$ cat src/rtl/riscv_mc_core.sv
// rtl/riscv_mc_core.sv - multicycle RV32 integer core with req/valid instruction and data ports
module riscv_mc_core #(
    parameter int unsigned IMEM_AW  = 10,
    parameter int unsigned DMEM_AW  = 10,
    parameter int unsigned CNT_W    = 16,
    parameter logic [31:0] RESET_PC = 32'h0,
    parameter logic [31:0] EOF_WORD = 32'hFFFF_FFFF
) (
    input  logic               CLOCK_50,
    input  logic               rst_n,
    output logic               imem_req,
    output logic [IMEM_AW-1:0] imem_addr,
    input  logic [31:0]        imem_rdata,
    input  logic               imem_valid,
    output logic               dmem_req,
    output logic               dmem_we,
    output logic [DMEM_AW-1:0] dmem_addr,
    output logic [31:0]        dmem_wdata,
    input  logic [31:0]        dmem_rdata,
    input  logic               dmem_valid,
    output logic               done,
    output logic               illegal,
    output logic [CNT_W-1:0]   clock_count,
    output logic [CNT_W-1:0]   instr_cnt
);
    typedef enum logic [2:0] {S_FETCH, S_DECODE, S_EXEC, S_MEM, S_WB, S_HALT} state_t;

    localparam logic [6:0] OP_R    = 7'b0110011;
    localparam logic [6:0] OP_ADDI = 7'b0010011;
    localparam logic [6:0] OP_LW   = 7'b0000011;
    localparam logic [6:0] OP_SW   = 7'b0100011;
    localparam logic [6:0] OP_BR   = 7'b1100011;
    localparam logic [6:0] OP_LUI  = 7'b0110111;
    localparam logic [6:0] OP_JAL  = 7'b1101111;

    state_t            state_q, state_d;
    logic [31:0]       pc_q, pc_d, ir_q, ir_d, a_q, a_d, b_q, b_d;
    logic [31:0]       imm_q, imm_d, tgt_q, tgt_d, alu_q, alu_d, mdr_q, mdr_d;
    logic              illegal_q, illegal_d;
    logic [CNT_W-1:0]  clk_cnt_q, clk_cnt_d, instr_cnt_q, instr_cnt_d;
    logic [31:0]       regs_q [32];
    logic [31:0]       regs_d [32];

    logic [6:0]  opcode, funct7;
    logic [2:0]  funct3;
    logic [4:0]  rd, rs1, rs2;
    logic [31:0] imm_i, imm_s, imm_b, imm_u, imm_j, alu_res;
    logic        supported, br_taken, retire;

    assign opcode = ir_q[6:0];
    assign rd     = ir_q[11:7];
    assign funct3 = ir_q[14:12];
    assign rs1    = ir_q[19:15];
    assign rs2    = ir_q[24:20];
    assign funct7 = ir_q[31:25];
    assign imm_i  = {{20{ir_q[31]}}, ir_q[31:20]};
    assign imm_s  = {{20{ir_q[31]}}, ir_q[31:25], ir_q[11:7]};
    assign imm_b  = {{19{ir_q[31]}}, ir_q[31], ir_q[7], ir_q[30:25], ir_q[11:8], 1'b0};
    assign imm_u  = {ir_q[31:12], 12'b0};
    assign imm_j  = {{11{ir_q[31]}}, ir_q[31], ir_q[19:12], ir_q[20], ir_q[30:21], 1'b0};

    always_comb begin
        supported = 1'b0;
        case (opcode)
            OP_R:         supported = (funct7 == 7'b0000000 && funct3 inside {3'b000, 3'b111, 3'b110, 3'b010})
                                   || (funct7 == 7'b0100000 && funct3 == 3'b000)
                                   || (funct7 == 7'b0000001 && funct3 == 3'b000);
            OP_ADDI:      supported = (funct3 == 3'b000);
            OP_LW, OP_SW: supported = (funct3 == 3'b010);
            OP_BR:        supported = funct3 inside {3'b000, 3'b001, 3'b100, 3'b101};
            OP_LUI, OP_JAL: supported = 1'b1;
            default:      supported = 1'b0;
        endcase
    end

    always_comb begin
        alu_res = a_q + imm_q;
        if (opcode == OP_LUI) begin
            alu_res = imm_q;
        end else if (opcode == OP_R) begin
            if (funct7 == 7'b0100000)      alu_res = a_q - b_q;
            else if (funct7 == 7'b0000001) alu_res = a_q * b_q;
            else begin
                case (funct3)
                    3'b111:  alu_res = a_q & b_q;
                    3'b110:  alu_res = a_q | b_q;
                    3'b010:  alu_res = {31'b0, $signed(a_q) < $signed(b_q)};
                    default: alu_res = a_q + b_q;
                endcase
            end
        end
    end

    always_comb begin
        case (funct3)
            3'b000:  br_taken = (a_q == b_q);
            3'b001:  br_taken = (a_q != b_q);
            3'b100:  br_taken = $signed(a_q) < $signed(b_q);
            3'b101:  br_taken = $signed(a_q) >= $signed(b_q);
            default: br_taken = 1'b0;
        endcase
    end

    always_ff @(posedge CLOCK_50 or negedge rst_n) begin
        if (!rst_n) state_q <= S_FETCH;
        else        state_q <= state_d;
    end

    always_comb begin
        state_d = state_q;
        case (state_q)
            S_FETCH:  if (imem_valid) state_d = S_DECODE;
            S_DECODE: state_d = (ir_q == EOF_WORD || !supported) ? S_HALT : S_EXEC;
            S_EXEC: begin
                case (opcode)
                    OP_LW, OP_SW:  state_d = S_MEM;
                    OP_BR, OP_JAL: state_d = S_FETCH;
                    default:       state_d = S_WB;
                endcase
            end
            S_MEM:    if (dmem_valid) state_d = (opcode == OP_SW) ? S_FETCH : S_WB;
            S_WB:     state_d = S_FETCH;
            S_HALT:   state_d = S_HALT;
            default:  state_d = S_HALT;
        endcase
    end

    // imem_req is gated by rst_n so the request drops the instant reset asserts
    always_comb begin
        imem_req = rst_n && (state_q == S_FETCH);
        dmem_req = (state_q == S_MEM);
        dmem_we  = (state_q == S_MEM) && (opcode == OP_SW);
        done     = (state_q == S_HALT);
    end

    always_comb begin
        pc_d = pc_q; ir_d = ir_q; a_d = a_q; b_d = b_q; imm_d = imm_q; tgt_d = tgt_q;
        alu_d = alu_q; mdr_d = mdr_q; illegal_d = illegal_q; regs_d = regs_q; retire = 1'b0;
        case (state_q)
            S_FETCH: begin
                if (imem_valid) begin
                    ir_d = imem_rdata;
                    pc_d = pc_q + 32'd4;
                end
            end
            S_DECODE: begin
                a_d   = regs_q[rs1];
                b_d   = regs_q[rs2];
                tgt_d = (pc_q - 32'd4) + ((opcode == OP_JAL) ? imm_j : imm_b);
                case (opcode)
                    OP_SW:   imm_d = imm_s;
                    OP_LUI:  imm_d = imm_u;
                    default: imm_d = imm_i;
                endcase
                illegal_d = (ir_q != EOF_WORD) && !supported;
            end
            S_EXEC: begin
                alu_d = alu_res;
                if (opcode == OP_BR) begin
                    retire = 1'b1;
                    if (br_taken) pc_d = tgt_q;
                end else if (opcode == OP_JAL) begin
                    retire = 1'b1;
                    pc_d   = tgt_q;
                    regs_d[rd] = pc_q;
                end
            end
            S_MEM: begin
                if (dmem_valid) begin
                    mdr_d  = dmem_rdata;
                    retire = (opcode == OP_SW);
                end
            end
            S_WB: begin
                retire     = 1'b1;
                regs_d[rd] = (opcode == OP_LW) ? mdr_q : alu_q;
            end
            default: ;
        endcase
        regs_d[0] = 32'h0;

        clk_cnt_d = clk_cnt_q;
        if (state_q != S_HALT && clk_cnt_q != {CNT_W{1'b1}}) clk_cnt_d = clk_cnt_q + 1'b1;
        instr_cnt_d = instr_cnt_q;
        if (retire && instr_cnt_q != {CNT_W{1'b1}}) instr_cnt_d = instr_cnt_q + 1'b1;
    end

    always_ff @(posedge CLOCK_50 or negedge rst_n) begin
        if (!rst_n) begin
            pc_q <= RESET_PC; ir_q <= '0; a_q <= '0; b_q <= '0; imm_q <= '0;
            tgt_q <= '0; alu_q <= '0; mdr_q <= '0; illegal_q <= 1'b0;
            clk_cnt_q <= '0; instr_cnt_q <= '0;
            for (int i = 0; i < 32; i++) regs_q[i] <= '0;
        end else begin
            pc_q <= pc_d; ir_q <= ir_d; a_q <= a_d; b_q <= b_d; imm_q <= imm_d;
            tgt_q <= tgt_d; alu_q <= alu_d; mdr_q <= mdr_d; illegal_q <= illegal_d;
            clk_cnt_q <= clk_cnt_d; instr_cnt_q <= instr_cnt_d;
            regs_q <= regs_d;
        end
    end

    assign imem_addr   = pc_q[IMEM_AW+1:2];
    assign dmem_addr   = alu_q[DMEM_AW+1:2];
    assign dmem_wdata  = b_q;
    assign illegal     = illegal_q;
    assign clock_count = clk_cnt_q;
    assign instr_cnt   = instr_cnt_q;
endmodule

$ cat config.mk
export PLATFORM = sky130hd
export DESIGN_NAME = riscv_mc_core
export DESIGN_NICKNAME = d
export VERILOG_FILES = /design/src/rtl/riscv_mc_core.sv
export SDC_FILE = /design/constraint.sdc
export NUM_CORES = 2
export LEC_CHECK = 0
export ABC_AREA = 0
export BUFFER_PORTS_ARGS = -buffer_cell sky130_fd_sc_hd__buf_4
export CAP_MARGIN = 10
export CELL_PAD_IN_SITES_DETAIL_PLACEMENT = 0
export CELL_PAD_IN_SITES_GLOBAL_PLACEMENT = 1
export CORE_MARGIN = 1
export CORE_UTILIZATION = 46
export DETAILED_ROUTE_END_ITERATION = 10
export GPL_ROUTABILITY_DRIVEN = 0
export GPL_TIMING_DRIVEN = 1
export PLACE_DENSITY_LB_ADDON = 0.1
export SLEW_MARGIN = 20
export SYNTH_ARGS = -nofsm -noshare
export SYNTH_HDL_FRONTEND = slang
export SYNTH_SLANG_ARGS = --single-unit
$ cat constraint.sdc
create_clock -name CLOCK_50 -period 7.36 [get_ports CLOCK_50]
set_input_delay 1.472 -clock CLOCK_50 [delete_from_list [all_inputs] [get_ports CLOCK_50]]
set_output_delay 1.472 -clock CLOCK_50 [all_outputs]
set_load 0.03 [all_outputs]
Yosys cells after proc, flatten, opt, wreduce, memory -nomap -nowiden
Cells that the tools add are included.
- add/sub/neg operators: 8
- multipliers: 1
- order comparisons: 6
- equality and inequality tests: 33
- multiplexer cells: 38
- bitwise logic cells: 5
- reductions and logical operators: 28
- operators by type and width (operator ; number):
    1024-bit bitwise mux ; 2
    992-bit 2-to-1 mux ; 2
    992-bit case mux with 2 select lines ; 1
    32-bit 2-to-1 mux ; 14
    32-bit binary-select mux with 5-bit select ; 2
    32-bit demux with 5-bit select ; 1
    32-bit adder ; 3
    32-bit case mux with 3 select lines ; 1
    32-bit case mux with 2 select lines ; 1
    31-bit case mux with 2 select lines ; 1
    16-bit by 1-bit adder with 16-bit output (second input constant) ; 2
    32-bit by 3-bit adder with 32-bit output (second input constant) ; 1
    32-bit bitwise AND ; 1
    32-bit == test ; 1
    32-bit == test (second input constant) ; 1
    32-bit >= comparator ; 1
    32-bit less-than comparator ; 1
    32-bit by 32-bit multiplier with 32-bit output ; 1
    16-bit != test (second input constant) ; 2
    32-bit != test ; 1
    32-bit != test (second input constant) ; 1
    32-bit OR ; 1
    32-bit by 3-bit subtractor with 32-bit output (second input constant) ; 1
    32-bit subtractor ; 1
    other kinds (33) ; 75
- bits in registers: 1284
- word-level logic and storage cells: 162

Longest topological paths before layout
- depth after elaboration: 10
- gate-level depth with buffers: 30
- mapped depth without buffers: 27

Least setup slack after synthesis
Ideal clock, no wire load.
- path type: reg-to-reg
- from: reg b_q[2] (netlist: dmem_wdata[2])
- to: reg alu_q[30]
- library setup time: 140 ps
- arrival: 7457 ps
- data required time: 7220 ps
- setup slack: -237 ps
- stages on the path, launching flop included: 28
- period minus slack after synthesis: 7597 ps
- path through: dfrtp_1 > clkbuf_1 > inv_1 > clkbuf_1 > nor2_1 > fa_1 > inv_1 > fa_1 > fa_1 > fa_1 > inv_1 > fa_1 > inv_1 > fa_1 > inv_1 > fa_1 > fa_1 > ha_1 > a21oi_1 > o211a_1 > a21oi_1 > a31o_2 > a311o_1 > a2111oi_0 > nor3_1 > xor2_1 > o221ai_1 > o221ai_1
- longest elaborated chain between the ends: 6
- RTL lines (item ; line ; RTL):
    from (decl) ; 37 ; logic [31:0] pc_q, pc_d, ir_q, ir_d, a_q, a_d, b_q, b_d;
    from (signal assigned) ; 190 ; pc_q <= RESET_PC; ir_q <= '0; a_q <= '0; b_q <= '0; imm_q <= '0;
    from (signal assigned) ; 195 ; pc_q <= pc_d; ir_q <= ir_d; a_q <= a_d; b_q <= b_d; imm_q <= imm_d;
    branches (longest 3 deep; another with 32-bit by 32-bit multiplier with 32-bit output) ; - ;
    32-bit 2-to-1 mux (*) ; 81 ; if (funct7 == 7'b0100000) alu_res = a_q - b_q;
    32-bit 2-to-1 mux (*) ; 80 ; end else if (opcode == OP_R) begin
    32-bit 2-to-1 mux (*) ; 78 ; if (opcode == OP_LUI) begin
    to (signal assigned) ; 196 ; tgt_q <= tgt_d; alu_q <= alu_d; mdr_q <= mdr_d; illegal_q <= illegal_d;
    to (decl) ; 38 ; logic [31:0] imm_q, imm_d, tgt_q, tgt_d, alu_q, alu_d, mdr_q, mdr_d;
Mark *: on every way between the ends.
A chain may end at the register's enable or synchronous reset.

Final worst setup path
- from: reg b_q[3] (netlist: dmem_wdata[3])
- to: reg alu_q[30]
The elaborated chain is that of the path after synthesis.

==> impl_results.md <==
- Status: finished, violations left
- Failing checks: design-rule violations, negative setup slack
- Yosys reg bits: 1,284
- Slew margin rel.: 0.218
- Io pins: 157
- CTS Hold Buffers Added: 0
- Comb pwr share: 0.159
- Crit Path Category: reg2reg
- Fmax: 0.134 GHz
- Cells after DPL: 11,200
- Syn Area/Cell: 10.0 sq um
- Die area: 192,000 sq um
- Hold endpoint: tgt_q[2]$_DFFE_PN0N_
- Top-count cell post-synth: nand2_1
- TritonRoute pass-1 iters: 8
- Reg-to-Reg Start: dmem_wdata[3]$_DFFE_PN0N_
- CP Max Fanout: 11
- Layout overhead on the synthesized area: 14.2%
- Clock Tree Root: clkbuf_16
- Syn_nets: 9,502
- Clk slew on worst S/H paths: 0.06 ns
- Hold depth: 2
- Routed len/inst: 28.9 um
- Post-synth EDFFs: 0
- Switch share: 0.297
- Reg2Reg Depth: 23
- Final hold vios: 0
- DR vias: 69,800
- Remaining DRCs: 28
- MaxCap Viol Count: 0
- CP Data Required Time: 8.10 ns
- Filler Cells Inserted: 17,100
- PortBufs: 156
- Ys async rst share: 1.00
- Most used DFF post-synth: dfrtp_1
- Distinct cell type count after synthesis: 82
- Flip-flop and latch area: 32,200 sq um
- Die height: 438 um
- Post-synth top area cell: dfrtp_1
- Min-delay src: tgt_q[2]$_DFFE_PN0N_
- FF-to-FF End: alu_q[30]$_DFFE_PN0P_
- Hold Crit Class: reg2reg
- DRT iter0 DRCs: 6,947
- RSZ-0062 raised after global routing: yes
- Worst slack, placed: -0.634 ns
- Ys Warns: 0
- Number of global-route vias before repair: 70,000
- R2R Setup Slk: -0.08 ns
- Cells after Synth: 8,710
- Max Slew Vio Count: 0
- Core Footprint: 188,000 sq um
- Register area share after synthesis: 0.368
- PwrDens: 185 nW/um^2
- Net Sw Power: 0.00548 W
- Post-Syn Area: 87,400 sq um
- Layout cells sized above 1: 0.205
- Area fraction of the dominant cell type after synthesis: 0.368
- Arr. time, crit path: 8.18 ns
- Gr ovfl total: 0
- Detail Placement HPWL: 225 mm
- Maximum vdd drop: 0.000203 V
- CP endpoint kind: register
- Worst setup SP type: register
- Setup WS post-layout: -0.0769 ns
- All-Layer GR Usage: 0.348
- Commonest cells post-synth: 1,627 x nand2_1, 1,301 x o21ai_0, 1,284 x dfrtp_1
- # rows: 159
- Num CTS Buffers: 150
- Reg power frac: 0.418
- Largest net degree at the start of global routing: 184
- Ranking of synthesized cells by area: dfrtp_1 37%, mux4_2 15%, fa_1 9.4%
- CTS max path bufs: 3
- CTS H-tree depth: 4
- Clock sink total: 1,284
- Post-DRT Antenna Nets: 0
- Worst setup startpoint: dmem_wdata[3]$_DFFE_PN0N_
- Initial core utilization: 0.464
- Setup violators final: 1
- Internal power: 0.0130 W
- Initial antenna violation count: 14
- Clock power share: 0.423
- Pleak: 43.1 nW
- Fin crit share: 1.01
- TritonCTS clock tree: done
- Worst Clk Skew: 0.0476 ns
- Chip width: 438 um
- Final cell count without fillers: 11,500
- Via density: 6.10
- Clk Latency, worst-skew pair: 0.84 ns
- Global-route wire length before repair: 488 mm
- Slew @ Worst Pin: 1.17 ns
- Multi-input gate area: 51,500 sq um
- Final nets: 9,625
- Final Total Pwr: 0.0184 W
- Final wirelength: 331 mm
- Final Critical Period: 7.44 ns
[kinds of logic (layout without fill, tap and decap cells)]
family,Yosys count,count (layout),share of synthesized area
compound gates,1973,1973,0.128
xor+xnor,206,206,0.0207
fa+ha+maj,724,724,0.139
buf+inv,1286,1532,0.0566
flops,1284,1284,0.368
mux,782,782,0.174
other cells,0,5,0
simple gates,2455,2455,0.114
[placed cells by master (no fill, tap or decap), types with 19 or more instances in the layout]
cell	Yosys	final
a21oi_1	214	202
xnor2_1	144	140
a31oi_1	38	37
a211oi_1	41	39
nand2_4	0	32
nor3_1	79	71
buf_4	20	613
nand2b_1	22	22
nor2b_1	21	19
buf_6	2	19
clkbuf_1	583	41
o21a_1	27	27
mux4_2	576	576
o21ai_2	0	22
nor2_1	502	478
a22o_1	65	65
mux2i_1	104	99
nand2_1	1627	1593
xor2_1	62	61
buf_12	0	35
clkbuf_8	1	33
ha_1	312	298
clkinv_2	0	20
and3_1	26	25
dfrtp_1	1284	1266
nor2_2	0	19
o31ai_1	35	33
mux2_2	102	102
a21o_1	48	48
clkbuf_16	0	151
o211ai_1	37	37
nand3_1	53	51
inv_1	567	548
fa_1	412	403
nand4_1	28	28
inv_2	5	22
o21bai_1	22	22
o21ai_0	1301	1254
[state kept, by name, indices dropped and copies added (netlist names)]
name and flops:
alu_q 32, imm_q 32, a_q 32, pc_q 32, tgt_q 32, regs_q 992, instr_cnt 16, illegal 1
dmem_wdata 32, mdr_q 32, state_q 3, ir_q 32, clock_count 16
[power groups by stage]
| stage | Sequential (W) | Combinational, W | Clock, W |
|---|---|---|---|
| 5_1_grt | 0.00773 | 0.00318 | 0.00817 |
| 4_1_cts | 0.00770 | 0.00292 | 0.00791 |
| 3_5_place_dp | 0.00782 | 0.00291 | 0 |
| 3_3_place_gp | 0.00782 | 0.00289 | 0 |
| 2_1_floorplan | 0.00762 | 0.00195 | 0 |
| 6_report | 0.00771 | 0.00293 | 0.00781 |
[through the flow]
| step | instance area, sq um | utilization | hold WS, ns | setup TNS [ns] |
|---|---|---|---|---|
| after floorplan | 87400 | - | 0.442 | 0 |
| after global placement | 93600 | 0.498 | 0.454 | -2.11 |
| after detailed placement | 93700 | 0.498 | 0.465 | -2.48 |
| after CTS | 99000 | 0.526 | 0.479 | -0.0749 |
| after global routing | 99700 | 0.530 | 0.496 | -0.969 |
| final | 99700 | 0.530 | 0.476 | -0.0769 |
[layout make-up]
cell class | count | area share
multi-input combinational | 6140 | 0.516
antenna | 5 | 0.000125
clock inverter | 50 | 0.00701
timing repair buffer | 671 | 0.0563
inverter | 586 | 0.0224
tap | 2495 | 0.0313
sequential | 1284 | 0.323
clock buffer | 225 | 0.0440
[how the worst max path moves through the flow]
| stage | to | slack (ns) | cells after the start |
|---|---|---|---|
| 6_report | alu_q[30]$_DFFE_PN0P_ | -0.08 | 23 |
| 5_1_grt | alu_q[30]$_DFFE_PN0P_ | -0.25 | 25 |
| 4_1_cts | alu_q[30]$_DFFE_PN0P_ | -0.06 | 26 |
| 3_5_place_dp | alu_q[30]$_DFFE_PN0P_ | -0.63 | 25 |
| 3_3_place_gp | alu_q[30]$_DFFE_PN0P_ | -0.57 | 25 |
| 2_1_floorplan | alu_q[30]$_DFFE_PN0P_ | 0.008 | 26 |
[what timing repair did]
action / 4_1_cts / 5_1_grt
hold endpoints to repair: 0 / 0
setup buffers: 4 / 18
gates resized for setup: 46 / 132
endpoints found under the setup margin: 15 / 15
pin swaps: 29 / 86
[metal layers]
layer,GRT usage,up-vias,share of wire
met2,0.537,2893,0.46
met1,0.479,35800,0.41
met3,0.0558,738,0.076
met5,0,-,0.00014
li1,-,30400,-
met4,0.176,8,0.057
[worst max-delay path: stages, from the launching register on]
cell       delay (ns)
dfrtp_2          0.39
buf_4            0.26
nand2_1          0.11
fa_1             0.52
inv_1            0.06
fa_1             0.56
inv_1            0.08
fa_1             0.46
fa_1             0.55
inv_1            0.05
fa_1             0.48
fa_1             0.56
fa_1             0.44
fa_2             0.61
ha_1             0.27
buf_4            0.17
a31o_2           0.24
a311o_2          0.39
a2111oi_4        0.33
nor3_2           0.09
xor2_2           0.28
buf_4            0.18
o221ai_1         0.10
o221ai_1         0.17
Note: power is estimated with default switching activity, not from simulation.
